## src/rtl/cpu_defs.sv

```systemverilog
// Shared definitions for the 20-bit processor control path: opcodes, FSM states,
// ALU operation codes, instruction field positions and the reset instruction word.
package cpu_defs;

  localparam logic [3:0] OpAnd  = 4'd0;
  localparam logic [3:0] OpAdd  = 4'd1;
  localparam logic [3:0] OpAddi = 4'd2;
  localparam logic [3:0] OpAndi = 4'd3;
  localparam logic [3:0] OpNand = 4'd4;
  localparam logic [3:0] OpNor  = 4'd5;
  localparam logic [3:0] OpLd   = 4'd6;
  localparam logic [3:0] OpSt   = 4'd7;
  localparam logic [3:0] OpJump = 4'd8;
  localparam logic [3:0] OpBeq  = 4'd9;
  localparam logic [3:0] OpBlt  = 4'd10;
  localparam logic [3:0] OpBgt  = 4'd11;
  localparam logic [3:0] OpHlt  = 4'd14;
  localparam logic [3:0] OpNop  = 4'd15;

  localparam logic [2:0] AluAnd  = 3'd0;
  localparam logic [2:0] AluAdd  = 3'd1;
  localparam logic [2:0] AluNand = 3'd2;
  localparam logic [2:0] AluNor  = 3'd3;
  localparam logic [2:0] AluSub  = 3'd4;

  localparam int unsigned OpcMsb  = 19;
  localparam int unsigned OpcLsb  = 16;
  localparam int unsigned RegAMsb = 15;
  localparam int unsigned RegALsb = 12;
  localparam int unsigned RegBMsb = 11;
  localparam int unsigned RegBLsb = 8;
  localparam int unsigned RegCMsb = 7;
  localparam int unsigned RegCLsb = 4;
  localparam int unsigned Imm8Msb = 7;
  localparam int unsigned Off12Msb = 11;

  localparam logic [19:0] NopWord = 20'hF0000;

  typedef enum logic [2:0] {
    StFetch  = 3'd0,
    StDecode = 3'd1,
    StExec   = 3'd2,
    StMem    = 3'd3,
    StWb     = 3'd4,
    StHalt   = 3'd5
  } state_e;

endpackage

```

## src/rtl/cpu_control_fsm_if.sv

```systemverilog
// Control-unit boundary: instruction fetch, datapath selects, flags and the
// data-RAM request handshake. master = control unit, slave = datapath side.
interface cpu_control_fsm_if #(
  parameter int unsigned ADDR_W = 10,
  parameter int unsigned DATA_W = 20
);
  logic [DATA_W-1:0] imem_rdata;
  logic              mem_ack;
  logic              zero_flag;
  logic              neg_flag;
  logic [ADDR_W-1:0] pc;
  logic [DATA_W-1:0] ir;
  logic              is_arithmetic;
  logic              is_store;
  logic              is_branch;
  logic [2:0]        alu_op;
  logic              alu_src_imm;
  logic [DATA_W-1:0] imm;
  logic              rf_we;
  logic              mem_req;
  logic              mem_we;
  logic              halted;

  modport master (
    input  imem_rdata, mem_ack, zero_flag, neg_flag,
    output pc, ir, is_arithmetic, is_store, is_branch, alu_op, alu_src_imm, imm,
           rf_we, mem_req, mem_we, halted
  );

  modport slave (
    output imem_rdata, mem_ack, zero_flag, neg_flag,
    input  pc, ir, is_arithmetic, is_store, is_branch, alu_op, alu_src_imm, imm,
           rf_we, mem_req, mem_we, halted
  );
endinterface

```

## src/rtl/instr_decoder.sv

```systemverilog
// Combinational opcode decoder: datapath selects, ALU operation and the
// instruction-class bits the sequencer branches on.
module instr_decoder
  import cpu_defs::*;
(
  input  logic [3:0] opcode,
  output logic       is_arithmetic,
  output logic       is_store,
  output logic       is_branch,
  output logic       alu_src_imm,
  output logic [2:0] alu_op,
  output logic       is_mem,
  output logic       is_jump,
  output logic       is_halt
);

  always_comb begin
    is_arithmetic = 1'b0;
    is_store      = 1'b0;
    is_branch     = 1'b0;
    alu_src_imm   = 1'b0;
    alu_op        = AluAnd;
    is_mem        = 1'b0;
    is_jump       = 1'b0;
    is_halt       = 1'b0;
    case (opcode)
      OpAnd:  begin is_arithmetic = 1'b1; alu_op = AluAnd; end
      OpAdd:  begin is_arithmetic = 1'b1; alu_op = AluAdd; end
      OpAddi: begin is_arithmetic = 1'b1; alu_op = AluAdd; alu_src_imm = 1'b1; end
      OpAndi: begin is_arithmetic = 1'b1; alu_op = AluAnd; alu_src_imm = 1'b1; end
      OpNand: begin is_arithmetic = 1'b1; alu_op = AluNand; end
      OpNor:  begin is_arithmetic = 1'b1; alu_op = AluNor; end
      OpLd:   begin is_mem = 1'b1; alu_op = AluAdd; alu_src_imm = 1'b1; end
      OpSt:   begin is_mem = 1'b1; is_store = 1'b1; alu_op = AluAdd; alu_src_imm = 1'b1; end
      OpJump: is_jump = 1'b1;
      OpBeq, OpBlt, OpBgt: begin is_branch = 1'b1; alu_op = AluSub; end
      OpHlt:  is_halt = 1'b1;
      default: ;  // NOP and reserved 12-13
    endcase
  end

endmodule

```

## src/rtl/cpu_control_fsm.sv

```systemverilog
// Multi-cycle control unit: latches and decodes instructions, sequences
// FETCH/DECODE/EXEC/MEM/WB, owns the PC and the data-RAM request handshake.
module cpu_control_fsm
  import cpu_defs::*;
#(
  parameter int unsigned ADDR_W = 10,
  parameter int unsigned DATA_W = 20
) (
  input logic               clk,
  input logic               rst,
  cpu_control_fsm_if.master bus
);

  state_e            state_q;
  logic [ADDR_W-1:0] pc_q;
  logic [DATA_W-1:0] ir_q;
  logic              rf_we_q;
  logic              mem_req_q;
  logic              mem_we_q;
  logic              halted_q;

  logic       dec_arith;
  logic       dec_store;
  logic       dec_branch;
  logic       dec_src_imm;
  logic [2:0] dec_alu_op;
  logic       dec_mem;
  logic       dec_jump;
  logic       dec_halt;

  instr_decoder u_decoder (
    .opcode        (ir_q[OpcMsb:OpcLsb]),
    .is_arithmetic (dec_arith),
    .is_store      (dec_store),
    .is_branch     (dec_branch),
    .alu_src_imm   (dec_src_imm),
    .alu_op        (dec_alu_op),
    .is_mem        (dec_mem),
    .is_jump       (dec_jump),
    .is_halt       (dec_halt)
  );

  logic [DATA_W-1:0] imm_ext;
  logic [DATA_W-1:0] off_ext;
  logic [ADDR_W-1:0] pc_inc;
  logic [ADDR_W-1:0] pc_jump;
  logic [ADDR_W-1:0] pc_branch;
  logic              br_taken;

  // Offsets are sign-extended to the word width, then truncated to the PC width.
  assign imm_ext   = {{(DATA_W-8){ir_q[Imm8Msb]}}, ir_q[Imm8Msb:0]};
  assign off_ext   = {{(DATA_W-12){ir_q[Off12Msb]}}, ir_q[Off12Msb:0]};
  assign pc_inc    = pc_q + {{(ADDR_W-1){1'b0}}, 1'b1};
  assign pc_jump   = pc_inc + off_ext[ADDR_W-1:0];
  assign pc_branch = pc_inc + imm_ext[ADDR_W-1:0];

  always_comb begin
    br_taken = 1'b0;
    case (ir_q[OpcMsb:OpcLsb])
      OpBeq:   br_taken = bus.zero_flag;
      OpBlt:   br_taken = bus.neg_flag;
      OpBgt:   br_taken = !bus.neg_flag && !bus.zero_flag;
      default: br_taken = 1'b0;
    endcase
  end

  // Strobes are registered on entry to their state, so they are pure functions of state.
  always_ff @(posedge clk or posedge rst) begin
    if (rst) begin
      state_q   <= StFetch;
      pc_q      <= '0;
      ir_q      <= NopWord;
      rf_we_q   <= 1'b0;
      mem_req_q <= 1'b0;
      mem_we_q  <= 1'b0;
      halted_q  <= 1'b0;
    end else begin
      case (state_q)
        StFetch: begin
          ir_q    <= bus.imem_rdata;
          state_q <= StDecode;
        end
        StDecode: begin
          if (dec_halt) begin
            state_q  <= StHalt;
            halted_q <= 1'b1;
          end else begin
            state_q <= StExec;
          end
        end
        StExec: begin
          if (dec_arith) begin
            state_q <= StWb;
            rf_we_q <= 1'b1;
          end else if (dec_mem) begin
            state_q   <= StMem;
            mem_req_q <= 1'b1;
            mem_we_q  <= dec_store;
          end else if (dec_jump) begin
            pc_q    <= pc_jump;
            state_q <= StFetch;
          end else if (dec_branch) begin
            pc_q    <= br_taken ? pc_branch : pc_inc;
            state_q <= StFetch;
          end else begin
            pc_q    <= pc_inc;
            state_q <= StFetch;
          end
        end
        StMem: begin
          if (bus.mem_ack) begin
            mem_req_q <= 1'b0;
            mem_we_q  <= 1'b0;
            if (dec_store) begin
              pc_q    <= pc_inc;
              state_q <= StFetch;
            end else begin
              rf_we_q <= 1'b1;
              state_q <= StWb;
            end
          end
        end
        StWb: begin
          rf_we_q <= 1'b0;
          pc_q    <= pc_inc;
          state_q <= StFetch;
        end
        StHalt: state_q <= StHalt;
        default: state_q <= StFetch;
      endcase
    end
  end

  assign bus.pc            = pc_q;
  assign bus.ir            = ir_q;
  assign bus.is_arithmetic = dec_arith;
  assign bus.is_store      = dec_store;
  assign bus.is_branch     = dec_branch;
  assign bus.alu_op        = dec_alu_op;
  assign bus.alu_src_imm   = dec_src_imm;
  assign bus.imm           = imm_ext;
  assign bus.rf_we         = rf_we_q;
  assign bus.mem_req       = mem_req_q;
  assign bus.mem_we        = mem_we_q;
  assign bus.halted        = halted_q;

endmodule

```

## src/flat_wrapper.sv

```systemverilog
// flat-port wrapper written by rule: the top's interface ports become plain ports
module cpu_control_fsm_flat import cpu_defs::*;
#(
  parameter int unsigned ADDR_W = 10,
  parameter int unsigned DATA_W = 20
)
  (clk, rst, bus_imem_rdata, bus_mem_ack, bus_zero_flag, bus_neg_flag, bus_pc, bus_ir, bus_is_arithmetic, bus_is_store, bus_is_branch, bus_alu_op, bus_alu_src_imm, bus_imm, bus_rf_we, bus_mem_req, bus_mem_we, bus_halted);
  cpu_control_fsm_if #(.ADDR_W(ADDR_W), .DATA_W(DATA_W)) bus_i ();
  input logic clk;
  input logic rst;
  input wire logic [$bits(bus_i.imem_rdata)-1:0] bus_imem_rdata;
  input wire logic [$bits(bus_i.mem_ack)-1:0] bus_mem_ack;
  input wire logic [$bits(bus_i.zero_flag)-1:0] bus_zero_flag;
  input wire logic [$bits(bus_i.neg_flag)-1:0] bus_neg_flag;
  output wire logic [$bits(bus_i.pc)-1:0] bus_pc;
  output wire logic [$bits(bus_i.ir)-1:0] bus_ir;
  output wire logic [$bits(bus_i.is_arithmetic)-1:0] bus_is_arithmetic;
  output wire logic [$bits(bus_i.is_store)-1:0] bus_is_store;
  output wire logic [$bits(bus_i.is_branch)-1:0] bus_is_branch;
  output wire logic [$bits(bus_i.alu_op)-1:0] bus_alu_op;
  output wire logic [$bits(bus_i.alu_src_imm)-1:0] bus_alu_src_imm;
  output wire logic [$bits(bus_i.imm)-1:0] bus_imm;
  output wire logic [$bits(bus_i.rf_we)-1:0] bus_rf_we;
  output wire logic [$bits(bus_i.mem_req)-1:0] bus_mem_req;
  output wire logic [$bits(bus_i.mem_we)-1:0] bus_mem_we;
  output wire logic [$bits(bus_i.halted)-1:0] bus_halted;
  assign bus_i.imem_rdata = bus_imem_rdata;
  assign bus_i.mem_ack = bus_mem_ack;
  assign bus_i.zero_flag = bus_zero_flag;
  assign bus_i.neg_flag = bus_neg_flag;
  assign bus_pc = bus_i.pc;
  assign bus_ir = bus_i.ir;
  assign bus_is_arithmetic = bus_i.is_arithmetic;
  assign bus_is_store = bus_i.is_store;
  assign bus_is_branch = bus_i.is_branch;
  assign bus_alu_op = bus_i.alu_op;
  assign bus_alu_src_imm = bus_i.alu_src_imm;
  assign bus_imm = bus_i.imm;
  assign bus_rf_we = bus_i.rf_we;
  assign bus_mem_req = bus_i.mem_req;
  assign bus_mem_we = bus_i.mem_we;
  assign bus_halted = bus_i.halted;
  cpu_control_fsm #(.ADDR_W(ADDR_W), .DATA_W(DATA_W)) u_core (.clk(clk), .rst(rst), .bus(bus_i));
endmodule
```

## config.mk

```make
export PLATFORM = sky130hd
export DESIGN_NAME = cpu_control_fsm_flat
export DESIGN_NICKNAME = d
export VERILOG_FILES = /design/src/rtl/cpu_defs.sv /design/src/rtl/cpu_control_fsm_if.sv /design/src/rtl/instr_decoder.sv /design/src/rtl/cpu_control_fsm.sv /design/src/flat_wrapper.sv
export SDC_FILE = /design/constraint.sdc
export NUM_CORES = 1
export LEC_CHECK = 0
export ABC_CLOCK_PERIOD_IN_PS = 5990
export BUFFER_PORTS_ARGS = -buffer_cell sky130_fd_sc_hd__buf_2
export CORE_MARGIN = 4
export CORE_UTILIZATION = 31
export DETAILED_ROUTE_END_ITERATION = 10
export PLACE_DENSITY = 0.57
export SLEW_MARGIN = 20
export SYNTH_ARGS = -nofsm -noshare
export SYNTH_HDL_FRONTEND = slang
export SYNTH_SLANG_ARGS = --single-unit
```

## constraint.sdc

```tcl
create_clock -name clk -period 5.99 [get_ports clk]
set_clock_uncertainty 0.05 [all_clocks]
set_input_delay 0.8985 -clock clk [delete_from_list [all_inputs] [get_ports clk]]
set_output_delay 0.8985 -clock clk [all_outputs]
set_load 0.005 [all_outputs]
```

# == Yosys cells after proc, flatten, opt, wreduce, memory -nomap -nowiden ==
# Cells that the tools add are included.
# word_totals
regBits,37
latch_bits,0
ramBits,0
mem_bits_ro,0
inputBits,25
out_inout_bits,61
wordCells,84
mem_count,0
# classes
n_addsub,3
n_mul,0
div_mod_pow,0
magnitude_cmp,0
eq_ne,24
n_shift,0
muxes,34
bitwise_logic,0
n_reduce_logical,16
# op_table
op,count
$mux W10,7
$pmux W10 S3,1
$add A10 B10 Y10,2
$eq A4 B4 Y1 const B,5
$eq A4 B3 Y1 const B,4
$mux W1,15
$pmux W3 S5,1
$mux W3,4
$pmux W3 S4,1
$add A10 B1 Y10 const B,1
$ne A2 B2 Y1 const B,5
$eq A4 B2 Y1 const B,2
$reduce_and A4 Y1,2
$reduce_or A4 Y1,2
$eq A3 B2 Y1 const B,2
$eq A3 B3 Y1 const B,2
$pmux W1 S3,2
$reduce_or A6 Y1,1
$reduce_and A5 Y1,1
$eq A4 B1 Y1 const B,1
$logic_not A4 Y1,1
$ne A2 B1 Y1 const B,2
$pmux W1 S2,2
$eq A3 B1 Y1 const B,1
other kinds (9),10

# == Depth between registers and ports, before layout ==
# Gate-level depths: netlist of run 1.
# depth
depth_word,9
ltp_mapped,12
mapped_depth_nobuf,12

# == Modules after synthesis ==
# A second synthesis of run 1 with hierarchy kept.
# unflattened
hier_cells,278
area_unflattened_um2,2596.2
# by_module_without_submodules
module,n_inst,cells_each,area_per_inst_um2,seq_area_each_um2
cpu_control_fsm,1,265,2508.7,930.9
instr_decoder,1,13,87.6,0.0

# == Worst setup path before layout of run 1 ==
# Ideal clock, no wire load.
# synth_timing
path_type,reg-to-reg
start,"reg u_core.pc_q[0], in the netlist u_core.bus.pc[0]"
end,"reg u_core.pc_q[9], in the netlist u_core.bus.pc[9]"
setup_time_ns,0.132
arrival_time_ns,2.654
required_time_ns,5.808
slack_ns,3.154
stages_incl_launch_ff,12
n_path_buf,0
period_less_slack_ns,2.836
path_cell_list,dfrtp_1 > ha_1 > and3_1 > and3_1 > xnor2_1 > ha_1 > a21o_1 > or3_1 > o22ai_1 > mux2i_1 > xor2_1 > o221ai_2
# synth_via
elab_chain_len,8
word_cells_on_any_way,11
classes_between,add/sub: 3; mux: 8
# synth_lines
item,line_no,rtl
"start, declared",cpu_control_fsm.sv:15,logic [ADDR_W-1:0] pc_q;
"start signal, assigned",cpu_control_fsm.sv:100,pc_q <= pc_jump;
"start signal, assigned",cpu_control_fsm.sv:103,pc_q <= br_taken ? pc_branch : pc_inc;
"start signal, assigned",cpu_control_fsm.sv:106,pc_q <= pc_inc;
$add A10 B1 Y10 (*),cpu_control_fsm.sv:53,"assign pc_inc = pc_q + {{(ADDR_W-1){1'b0}}, 1'b1};"
$add A10 B10 Y10,cpu_control_fsm.sv:55,assign pc_branch = pc_inc + imm_ext[ADDR_W-1:0];
$mux W10,cpu_control_fsm.sv:103,
$mux W10,cpu_control_fsm.sv:102,end else if (dec_branch) begin
$mux W10,cpu_control_fsm.sv:99,end else if (dec_jump) begin
$mux W10,cpu_control_fsm.sv:95,end else if (dec_mem) begin
$mux W10,cpu_control_fsm.sv:92,if (dec_arith) begin
$pmux W10 S3 (*),cpu_control_fsm.sv:78,case (state_q)
# Every way passes the cells marked *; elsewhere a longest branch is shown, timed or not. The select of a mux whose other input is x is not followed.
# A chain may end at the register's enable or synchronous reset.

# == Worst setup path after layout of run 1 ==
# Ends and elaborated chain as after synthesis.

==> flow_metrics.env, run 1 <==
export IMPL_status="completed"
export IMPL_relSlewSlack_pct=48.6
export IMPL_cts_inserted_buffers=5
export IMPL_synthMostInstantiatedCell="dfrtp_1"
export IMPL_rsz0062_at_grt="false"
export IMPL_remaining_drc_errors=0
export IMPL_finalMaxSlewViolations=0
export IMPL_finalPower_mw=1.98
export IMPL_synthAdderAreaFrac_pct=6.69
export IMPL_yosys_warnings=0
export IMPL_synth_common_cells="dfrtp_1 (33), nor2_1 (24), a21oi_1 (22)"
export IMPL_dr_pass1_iters=4
export IMPL_final_cells=438
export IMPL_synth_largest_area_cell="dfrtp_1"
export IMPL_dr_total_vias=2114
export IMPL_place_congestion=0.828
export IMPL_ys_ff_latch=37
export IMPL_yosysSeqAreaShare_pct=36.6
export IMPL_die_area_um2=9710
export IMPL_diodes=0
export IMPL_layout_drive_gt1_share_pct=35.7
export IMPL_synth_compound_area_share_pct=14.7
export IMPL_fin_crit_ns=3.02
export IMPL_synth_xor_area_share_pct=6.15
export IMPL_holdWs_ns=0.406
export IMPL_startpoint_type="flop"
export IMPL_cts_tree="yes"
export IMPL_r2r_slack_ns=2.97
export IMPL_finalCritPeriodShare_pct=50.4
export IMPL_grt_max_degree=38
export IMPL_io_buffers=85
export IMPL_cts_setup_buffers=0
export IMPL_die_y_um=98.6
export IMPL_antenna_found_initial=0
export IMPL_crit_arrival_ns=3.13
export IMPL_grt_pass1_vias=2064
export IMPL_crit_type="flop to flop"
export IMPL_reg2reg_from="u_core.bus.pc[0]"
export IMPL_ctsHoldBuffers=0
export IMPL_synthMuxAreaShare_pct=9.60
export IMPL_finalSetupViolCount=0
export IMPL_synth_top_family_by_area="simple AND/OR/NAND/NOR gates"
export IMPL_die_x_um=98.6
export IMPL_required_ns=6.10
export IMPL_io_pins=86
export IMPL_post_drt_wl_per_cell_um=13.9
export IMPL_synthSimpleGateAreaFrac_pct=16.6
export IMPL_crit_family="simple AND/OR/NAND/NOR gates"
export IMPL_ys_async_sr_fraction_pct=100
export IMPL_p_sw_uw=887
export IMPL_synth_cell_types=47
export IMPL_end_kind="flop"
export IMPL_tns_ns=0
export IMPL_clk_latency_ns=0.29
export IMPL_reg2reg_depth=11
export IMPL_hold_path_end="u_core.bus.halted"
export IMPL_p_leak_nw=1.46
export IMPL_core_area_um2=7850
export IMPL_vias_per_cell=4.83
export IMPL_cts_root_buf="clkbuf_8"
export IMPL_max_stage_delay_ns=0.45
export IMPL_ir_drop_mv=0.259
export IMPL_synthDominantCellAreaShare_pct=32.5
export IMPL_drt_iter0_drc=115
export IMPL_dp_cells=430
export IMPL_syn_cell_area_um2=2540
export IMPL_grtUsageTotal_pct=12.6
export IMPL_synth_area_top_cells="dfrtp_1 (32%), buf_4 (5.9%), ha_1 (5.9%), mux2_1 (5.3%), a21oi_1 (4.3%)"
export IMPL_clk_pin_slew_ns=0.08
export IMPL_maxCapViolations=0
export IMPL_combPwrFrac_pct=59.6
export IMPL_critPathSlowestCell="dfrtp_1"
export IMPL_layout_nets=373
export IMPL_synthFlopType="dfrtp_1"
export IMPL_critPathMaxFanout=6
export IMPL_final_area_um2=3040
export IMPL_hold_depth=1
export IMPL_syn_num_nets=309
export IMPL_timing_rr_end="u_core.bus.pc[9]"
export IMPL_power_frac_seq_pct=28.7
export IMPL_pwr_share_clk_pct=11.7
export IMPL_holdCritStartpoint="u_core.bus.halted"
export IMPL_cts_buffer_depth=2
export IMPL_min_path_type="flop to flop"
export IMPL_grt_pass1_wl_mm=10.1
export IMPL_syn_to_final_growth_pct=19.6
export IMPL_routed_wirelength_mm=6.08
export IMPL_max_slew_worst_pin_slew_ns=0.764
export IMPL_switching_share_pct=44.7
export IMPL_post_dp_hpwl_mm=4.53
export IMPL_clock_sinks=37
export IMPL_ant_nets=0
export IMPL_crit_buf_inv=0
export IMPL_placed_area_um2=2920
export IMPL_htree_levels=2
export IMPL_crit_chain="ha_1 > and3_1 > and3_1 > xnor2_1 > ha_1 > a21o_1 > or3_1 > o22ai_1 > mux2i_1 > xor2_1 > o221ai_2"
export IMPL_max_freq_mhz=332
export IMPL_rows=32
export IMPL_postCtsResizedCells=0
export IMPL_synth_edf_count=0
export IMPL_power_internal_mw=1.10
export IMPL_syn_avg_cell_area_um2=9.38
export IMPL_overflow=0
export IMPL_start_util_pct=32.4
export IMPL_hold_viol_final=0
export IMPL_synth_cells=271
export IMPL_power_density_nw_per_um2=652
layout make-up:
class | instances | area, um^2
fill | 826 | 4810
multi-input combinational | 192 | 1370
sequential | 37 | 931
timing repair buffer | 88 | 448
tap | 102 | 128
clock buffer | 6 | 82.6
inverter | 11 | 41.3
clock inverter | 2 | 37.5
worst max path at each step:
stage | from | slack, ns | end | cells past startpoint
after floorplan | u_core.bus.pc[0] | 3.15 | u_core.bus.pc[9] | 11
after global placement | u_core.bus.pc[0] | 3.05 | u_core.bus.pc[9] | 11
after detailed placement | u_core.bus.pc[0] | 3.01 | u_core.bus.pc[9] | 11
after CTS | u_core.bus.pc[0] | 2.96 | u_core.bus.pc[9] | 11
after global routing | u_core.bus.pc[0] | 2.74 | u_core.bus.pc[9] | 11
final | u_core.bus.pc[0] | 2.97 | u_core.bus.pc[9] | 11
cell families after synthesis:
logic type / after synthesis
AND/OR/NAND/NOR: 81
AO/OA/AOI/OAI: 59
buffers and inverters: 42
flip-flops: 37
multiplexers: 22
XOR/XNOR: 17
adder cells (fa/ha/maj): 13
layout by cell type, fill, tap and decap left out, types with 5 or more instances in the layout:
cell type | netlist | final
buf_2 | 9 | 85
dfrtp_1 | 33 | 33
nor2_1 | 24 | 24
a21oi_1 | 22 | 22
nand2_1 | 15 | 15
mux2_1 | 12 | 12
ha_1 | 12 | 12
xor2_1 | 10 | 10
inv_1 | 8 | 8
o21ai_0 | 8 | 8
nand3_1 | 7 | 7
mux2_2 | 7 | 7
nand2b_1 | 6 | 6
nor3_1 | 7 | 6
a21o_1 | 6 | 6
xnor2_1 | 6 | 6
clkbuf_8 | 0 | 6
nor2b_1 | 5 | 5
o21ai_1 | 5 | 5
power groups by stage:
stage | combinational (mW) | sequential [mW] | clock, mW
after floorplan | 0.951 | 0.517 | 0
after global placement | 1.18 | 0.570 | 0
after detailed placement | 1.19 | 0.576 | 0
after CTS | 1.20 | 0.573 | 0.241
after global routing | 1.34 | 0.604 | 0.251
final | 1.18 | 0.569 | 0.232
metrics by stage:
stage	worst slack [ns]	util, %
floorplan	3.15	-
detailed placement	3.01	37.2
global placement	3.05	37.2
CTS	2.96	38.7
finish	2.97	38.7
global route	2.74	38.7
sequential cells by signal, summed over array words and instances (netlist names):
signal and flops:
u_core.bus.ir 20, u_core.bus.rf_we 1, u_core.bus.mem_req 1, u_core.bus.pc 10
u_core.bus.halted 1, u_core.bus.mem_we 1, u_core.state_q 3
worst reg2reg max path, stage by stage (launching register included):
cell,delay [ns]
dfrtp_1,0.45
ha_1,0.27
and3_1,0.23
and3_1,0.22
xnor2_1,0.21
ha_1,0.28
a21o_1,0.20
or3_1,0.31
o22ai_1,0.15
mux2i_1,0.23
xor2_1,0.19
o221ai_2,0.11
layer usage:
| layer | part of all wire, % | track usage [%] | up-vias |
|---|---|---|---|
| met3 | 6.1 | 2.69 | 8 |
| li1 | - | - | 1061 |
| met1 | 47 | 17.3 | 980 |
| met4 | 1.3 | 3.68 | 0 |
| met5 | 0 | 0 | - |
| met2 | 45 | 20.1 | 65 |
(Power assumes the default switching activity.)
==> inputs of run 2 (changes only) <==
--- a/config.mk
+++ b/config.mk
@@ -5,12 +5,13 @@
 export SDC_FILE = /design/constraint.sdc
 export NUM_CORES = 1
 export LEC_CHECK = 0
-export ABC_CLOCK_PERIOD_IN_PS = 5990
+export ABC_AREA = 1
+export ABC_CLOCK_PERIOD_IN_PS = 2740
 export BUFFER_PORTS_ARGS = -buffer_cell sky130_fd_sc_hd__buf_2
 export CORE_MARGIN = 4
 export CORE_UTILIZATION = 31
 export DETAILED_ROUTE_END_ITERATION = 10
-export PLACE_DENSITY = 0.57
+export PLACE_DENSITY = 0.58
 export SLEW_MARGIN = 20
 export SYNTH_ARGS = -nofsm -noshare
 export SYNTH_HDL_FRONTEND = slang
==> constraint.sdc (replaced) <==
create_clock -name clk -period 2.74 [get_ports clk]
set_clock_uncertainty 0.05 [all_clocks]
set_input_delay 0.411 -clock clk [delete_from_list [all_inputs] [get_ports clk]]
set_output_delay 0.411 -clock clk [all_outputs]
set_load 0.005 [all_outputs]
==> run 2 against run 1 <==
Clock power grew 150%. Synthesized cell count is 18% higher. Routed wire length grew 2.8%. Largest power group unchanged. Sequential cell count stayed put. Fmax is 17% higher. Global-route usage decreased by 0.087 points. Worst setup slack worse by 2.8 ns. Combinational power up 140%. Non-clock buffer count increased by 3. Worst hold slack got worse by 0.26 ns. Count of clock-buffer cells in the layout is 1 lower. Sequential share of layout area down 1.5 points.
==> flow_metrics.env, run 2 <==
export IMPL_status="completed"
export IMPL_ys_async_sr_fraction_pct=100
export IMPL_io_pins=86
export IMPL_grt_pass1_vias=2283
export IMPL_die_y_um=99.2
export IMPL_syn_num_nets=359
export IMPL_vias_per_cell=4.58
export IMPL_dr_pass1_iters=4
export IMPL_clock_sinks=37
export IMPL_start_util_pct=31.6
export IMPL_synth_largest_area_cell="dfrtp_1"
export IMPL_layout_commonest_cell="buf_2"
export IMPL_routed_wirelength_mm=6.25
export IMPL_htree_levels=2
export IMPL_overflow=0
export IMPL_post_dp_hpwl_mm=4.99
export IMPL_ys_ff_latch=37
export IMPL_crit_type="flop to flop"
export IMPL_synth_edf_count=0
export IMPL_critPathMaxFanout=4
export IMPL_place_congestion=0.819
export IMPL_clk_latency_ns=0.29
export IMPL_syn_avg_cell_area_um2=8.04
export IMPL_tns_ns=0
export IMPL_fin_util_pct=39.1
export IMPL_grt_max_degree=23
export IMPL_setup_ws_ns=0.152
export IMPL_power_density_nw_per_um2=1430
export IMPL_drt_iter0_drc=124
export IMPL_yosysSeqAreaShare_pct=36.1
export IMPL_final_area_um2=3200
export IMPL_diodes=0
export IMPL_ctsHoldBuffers=0
export IMPL_finalMaxSlewViolations=0
export IMPL_min_path_type="input port to async pin"
export IMPL_required_ns=2.92
export IMPL_synth_common_cells="nand2_1 (58), inv_1 (38), dfrtp_1 (33)"
export IMPL_layout_drive_gt1_share_pct=38.0
export IMPL_clk_pin_slew_ns=0.08
export IMPL_rows=33
export IMPL_pre_cts_ws_ns=0.119
export IMPL_die_area_um2=9850
export IMPL_maxCapViolations=0
export IMPL_hold_viol_final=0
export IMPL_fin_crit_ns=2.59
export IMPL_dr_total_vias=2291
export IMPL_remaining_drc_errors=0
export IMPL_relSlewSlack_pct=56.2
export IMPL_synthFlopType="dfrtp_1"
export IMPL_grt_pass1_wl_mm=10.0
export IMPL_finalPower_mw=4.59
export IMPL_yosys_warnings=0
export IMPL_finalCritPeriodShare_pct=94.5
export IMPL_r2r_slack_ns=0.15
export IMPL_end_kind="flop"
export IMPL_post_drt_wl_per_cell_um=12.5
export IMPL_cts_tree="yes"
export IMPL_placed_area_um2=2980
export IMPL_syn_cell_area_um2=2580
export IMPL_max_slew_worst_pin_slew_ns=0.657
export IMPL_layout_nets=432
export IMPL_largest_reg_flops=20
export IMPL_max_freq_mhz=386
export IMPL_cts_buffer_depth=2
export IMPL_holdWs_ns=0.145
export IMPL_final_cells=500
export IMPL_dp_cells=489
export IMPL_ant_nets=0
export IMPL_synth_cells=321
export IMPL_core_area_um2=8180
export IMPL_ir_drop_mv=0.461
export IMPL_p_leak_nw=1.61
export IMPL_finalSetupViolCount=0
export IMPL_crit_arrival_ns=2.77
export IMPL_synth_area_top_cells="dfrtp_1 (32%), nand2_1 (8.4%), buf_4 (6.1%), mux2_2 (6.1%), ha_1 (5.8%)"
export IMPL_most_common_layout_cells="buf_2 (85), nand2_1 (58), inv_1 (37), dfrtp_1 (33), nor2_1 (25)"
export IMPL_die_x_um=99.2
export IMPL_syn_to_final_growth_pct=24.0
export IMPL_synthDominantCellAreaShare_pct=32.0
export IMPL_synthMostInstantiatedCell="nand2_1"
export IMPL_cts_root_buf="clkbuf_8"
export IMPL_antenna_found_initial=0
export IMPL_grtUsageTotal_pct=12.5
export IMPL_cts_inserted_buffers=5
export IMPL_io_buffers=85
export IMPL_synth_cell_types=35
export IMPL_startpoint_type="flop"
## run 2: final timing paths
| check | startpoint | endpoint | depth (start not counted) |
|---|---|---|---|
| min in group clk | bus_imem_rdata[0] | u_core.bus.ir[0] | 2 |
| max in group asynchronous | rst | u_core.bus.ir[18] | 3 |
| worst max register to register | u_core.bus.pc[1] | u_core.bus.pc[9] | 17 |
| worst min register to register | u_core.bus.halted | u_core.bus.halted | 1 |
| worst max-delay path | u_core.bus.pc[1] | u_core.bus.pc[9] | 17 |
| worst min-delay path | rst | u_core.bus.ir[12] | 2 |
## run 2: kinds of logic after synthesis
kind of cell | count (synthesis) | share of synthesized area (%)
simple gates | 126 | 21.9
buf+inv | 68 | 13.6
compound gates | 52 | 12.0
flops | 37 | 36.1
mux | 14 | 6.11
fa+ha+maj | 13 | 6.60
xor+xnor | 11 | 3.73
## run 2: cell type report
cell class	count	area [um^2]
fillers	854	4980
multi-input cells	216	1360
flip-flops and latches	37	931
repair buffers	91	483
inverters	43	161
well taps	105	131
clock buffers	5	68.8
clock inverters	3	65.1
## run 2: power breakdown
group	total [mW]	internal, mW	switching, mW
combinational	2.88	1.27	1.62
sequential	1.13	0.839	0.293
clock	0.573	0.362	0.211
## run 2: what timing repair did
item,in CTS,in global routing
resized for setup,0,13
setup buffers,0,3
hold endpoints to repair,0,0
setup endpoints to repair,0,2
## run 2: routing by layer
| metal | wire length [um] | up-vias | track usage (%) |
|---|---|---|---|
| li1 | - | 1176 | - |
| met1 | 2880 | 1058 | 15.6 |
| met2 | 3020 | 50 | 21.5 |
| met3 | 268 | 7 | 3.09 |
| met4 | 76 | 0 | 3.68 |
| met5 | 0 | - | 0 |
## run 2: worst max-delay path: stages (launching register included)
cell	delay [ns]
dfrtp_1	0.39
ha_2	0.20
nand2_1	0.10
nor2_2	0.12
nand4_1	0.15
xor2_2	0.26
inv_2	0.09
ha_4	0.29
nand2_1	0.08
nor2_2	0.12
nand3_1	0.11
nand3_1	0.10
nand2_1	0.06
nand3_1	0.09
nand2_1	0.05
nand3_1	0.06
nand3_1	0.08
a21oi_2	0.12
==> inputs of run 3 (changes only) <==
--- a/config.mk
+++ b/config.mk
@@ -11,7 +11,7 @@
 export CORE_MARGIN = 4
 export CORE_UTILIZATION = 31
 export DETAILED_ROUTE_END_ITERATION = 10
-export PLACE_DENSITY = 0.58
+export PLACE_DENSITY_LB_ADDON = 0.05
 export SLEW_MARGIN = 20
 export SYNTH_ARGS = -nofsm -noshare
 export SYNTH_HDL_FRONTEND = slang
==> run 3 against run 2 <==
Fmax grew 1.6%. Total power is 2.8% lower. Cell area fell by 1.1%. Clock power shrank 32%. Combinational power grew 1%. Routed wire length is 4.6% higher. Die area did not move. Worst hold slack improved by 0.024 ns.
==> flow_metrics.env, run 3 (synthesis gave the netlist of run 2 again) <==
export IMPL_status="completed"
export IMPL_timing_rr_end="u_core.bus.pc[9]"
export IMPL_fin_util_pct=38.7
export IMPL_drt_iter0_drc=76
export IMPL_cts_buffer_depth=2
export IMPL_remaining_drc_errors=0
export IMPL_final_area_um2=3160
export IMPL_place_congestion=0.843
export IMPL_grt_pass1_vias=2238
export IMPL_relSlewSlack_pct=63.3
export IMPL_min_path_type="input port to async pin"
export IMPL_grt_max_degree=38
export IMPL_most_common_layout_cells="buf_2 (85), nand2_1 (58), inv_1 (37), dfrtp_1 (32), nor2_1 (25)"
export IMPL_nFillCells=878
export IMPL_ant_nets=0
export IMPL_clk_pin_slew_ns=0.09
export IMPL_io_buffers=85
export IMPL_rows=33
export IMPL_max_freq_mhz=392
export IMPL_antenna_found_initial=0
export IMPL_placed_area_um2=2980
export IMPL_fin_crit_ns=2.55
export IMPL_cts_inserted_buffers=5
export IMPL_maxCapViolations=0
export IMPL_routed_wirelength_mm=6.53
export IMPL_hold_viol_final=0
export IMPL_htree_levels=2
export IMPL_clk_latency_ns=0.29
export IMPL_cts_tree="yes"
export IMPL_finalMaxSlewViolations=0
export IMPL_vias_per_cell=4.61
export IMPL_overflow=0
export IMPL_power_density_nw_per_um2=1410
export IMPL_start_util_pct=31.6
export IMPL_grt_pass1_wl_mm=10.7
export IMPL_p_leak_nw=1.59
export IMPL_layout_commonest_cell="buf_2"
export IMPL_grtUsageTotal_pct=13.4
export IMPL_io_pins=86
export IMPL_setup_ws_ns=0.192
export IMPL_required_ns=2.88
export IMPL_die_area_um2=9850
export IMPL_crit_path_start="u_core.bus.pc[0]"
export IMPL_reg2reg_depth=15
export IMPL_final_cells=501
export IMPL_end_kind="flop"
export IMPL_clock_sinks=37
export IMPL_pre_cts_ws_ns=0.130
export IMPL_r2r_slack_ns=0.19
export IMPL_critPathMaxFanout=5
export IMPL_largest_reg_flops=20
export IMPL_die_x_um=99.2
export IMPL_diodes=0
export IMPL_post_dp_hpwl_mm=5.03
export IMPL_dr_total_vias=2312
export IMPL_post_drt_wl_per_cell_um=13.0
export IMPL_core_area_um2=8180
export IMPL_die_y_um=99.2
export IMPL_finalSetupViolCount=0
export IMPL_holdWs_ns=0.169
export IMPL_cts_root_buf="clkbuf_8"
export IMPL_endpoint="u_core.bus.pc[9]"
export IMPL_crit_arrival_ns=2.68
export IMPL_crit_type="flop to flop"
export IMPL_reg2reg_from="u_core.bus.pc[0]"
export IMPL_startpoint_type="flop"
export IMPL_finalCritPeriodShare_pct=93.0
export IMPL_syn_to_final_growth_pct=22.6
export IMPL_layout_nets=433
export IMPL_max_slew_worst_pin_slew_ns=0.551
export IMPL_dp_cells=490
export IMPL_ir_drop_mv=0.407
export IMPL_dr_pass1_iters=5
export IMPL_layout_drive_gt1_share_pct=38.6
run 3: changes by cell type in the layout (fill, tap and decap cells not counted):
cell | previous run | this run
clkinvlp_4 | 0 | 1
o21ai_0 | 12 | 13
nand3_1 | 21 | 20
clkinv_2 | 1 | 2
ha_2 | 2 | 1
dfrtp_1 | 33 | 32
buf_12 | 1 | 0
dfrtp_2 | 0 | 1
ha_4 | 2 | 3
o21ai_1 | 5 | 4
buf_4 | 5 | 7
bufinv_16 | 2 | 0
nand3_2 | 1 | 2
run 3: how the worst min path moves through the flow:
| stage | from | endpoint | slack (ns) | depth (start not counted) |
|---|---|---|---|---|
| after floorplan | u_core.bus.halted | u_core.bus.halted | 0.42 | 1 |
| after global routing | rst | u_core.bus.ir[13] | 0.22 | 3 |
| after CTS | rst | u_core.bus.ir[13] | 0.19 | 3 |
| after detailed placement | u_core.bus.mem_req | u_core.bus.mem_req | 0.42 | 2 |
| after global placement | u_core.bus.halted | u_core.bus.halted | 0.40 | 1 |
| final | rst | u_core.bus.ir[13] | 0.17 | 3 |
run 3: power by group:
group	switching (mW)	internal, mW
registers	0.303	0.840
clock network	0.216	0.176
logic	1.64	1.28
total	2.16	2.30
run 3: area by class of cell:
class | count | area, um^2 | share of cell area (%)
flip-flops and latches | 37 | 932 | 29.5
clock inverters | 3 | 17.5 | 0.554
clock buffers | 5 | 68.8 | 2.18
repair buffers | 92 | 478 | 15.1
inverters | 43 | 161 | 5.10
multi-input cells | 216 | 1370 | 43.4
well taps | 105 | 131 | 4.15
run 3: critical path, cell delays in order, from the launching register on:
cell and delay (ns):
dfrtp_1 0.38, ha_2 0.20, nand2_1 0.09, nor2_2 0.14, nand4_1 0.14, xor2_2 0.23
inv_2 0.08, ha_1 0.36, nand2_1 0.07, nor2_1 0.12, nand3_1 0.09, nand4_1 0.12
nand3b_1 0.12, nand3_1 0.07, nand3_1 0.12, a21oi_2 0.05
run 3: through the flow:
step | power, mW | TNS (ns)
detailed placement | 3.94 | 0
CTS | 4.36 | 0
global placement | 3.95 | 0
floorplan | 3.24 | 0
finish | 4.46 | 0
global route | 4.94 | -0.0180
run 3: repair_timing:
item / CTS / global route
gates resized for setup: 0 / 15
hold buffers: 0 / 0
hold endpoints to repair: 0 / 0
setup buffers: 0 / 3
setup endpoints to repair: 0 / 2
run 3: metal layers:
| layer | global-route usage (%) | up-vias | part of all wire [%] |
|---|---|---|---|
| met1 | 17.5 | 1047 | 46 |
| met3 | 3.30 | 8 | 6.8 |
| met2 | 22.1 | 81 | 46 |
| met5 | 0 | - | 0 |
| met4 | 3.47 | 0 | 1.1 |
| li1 | - | 1176 | - |
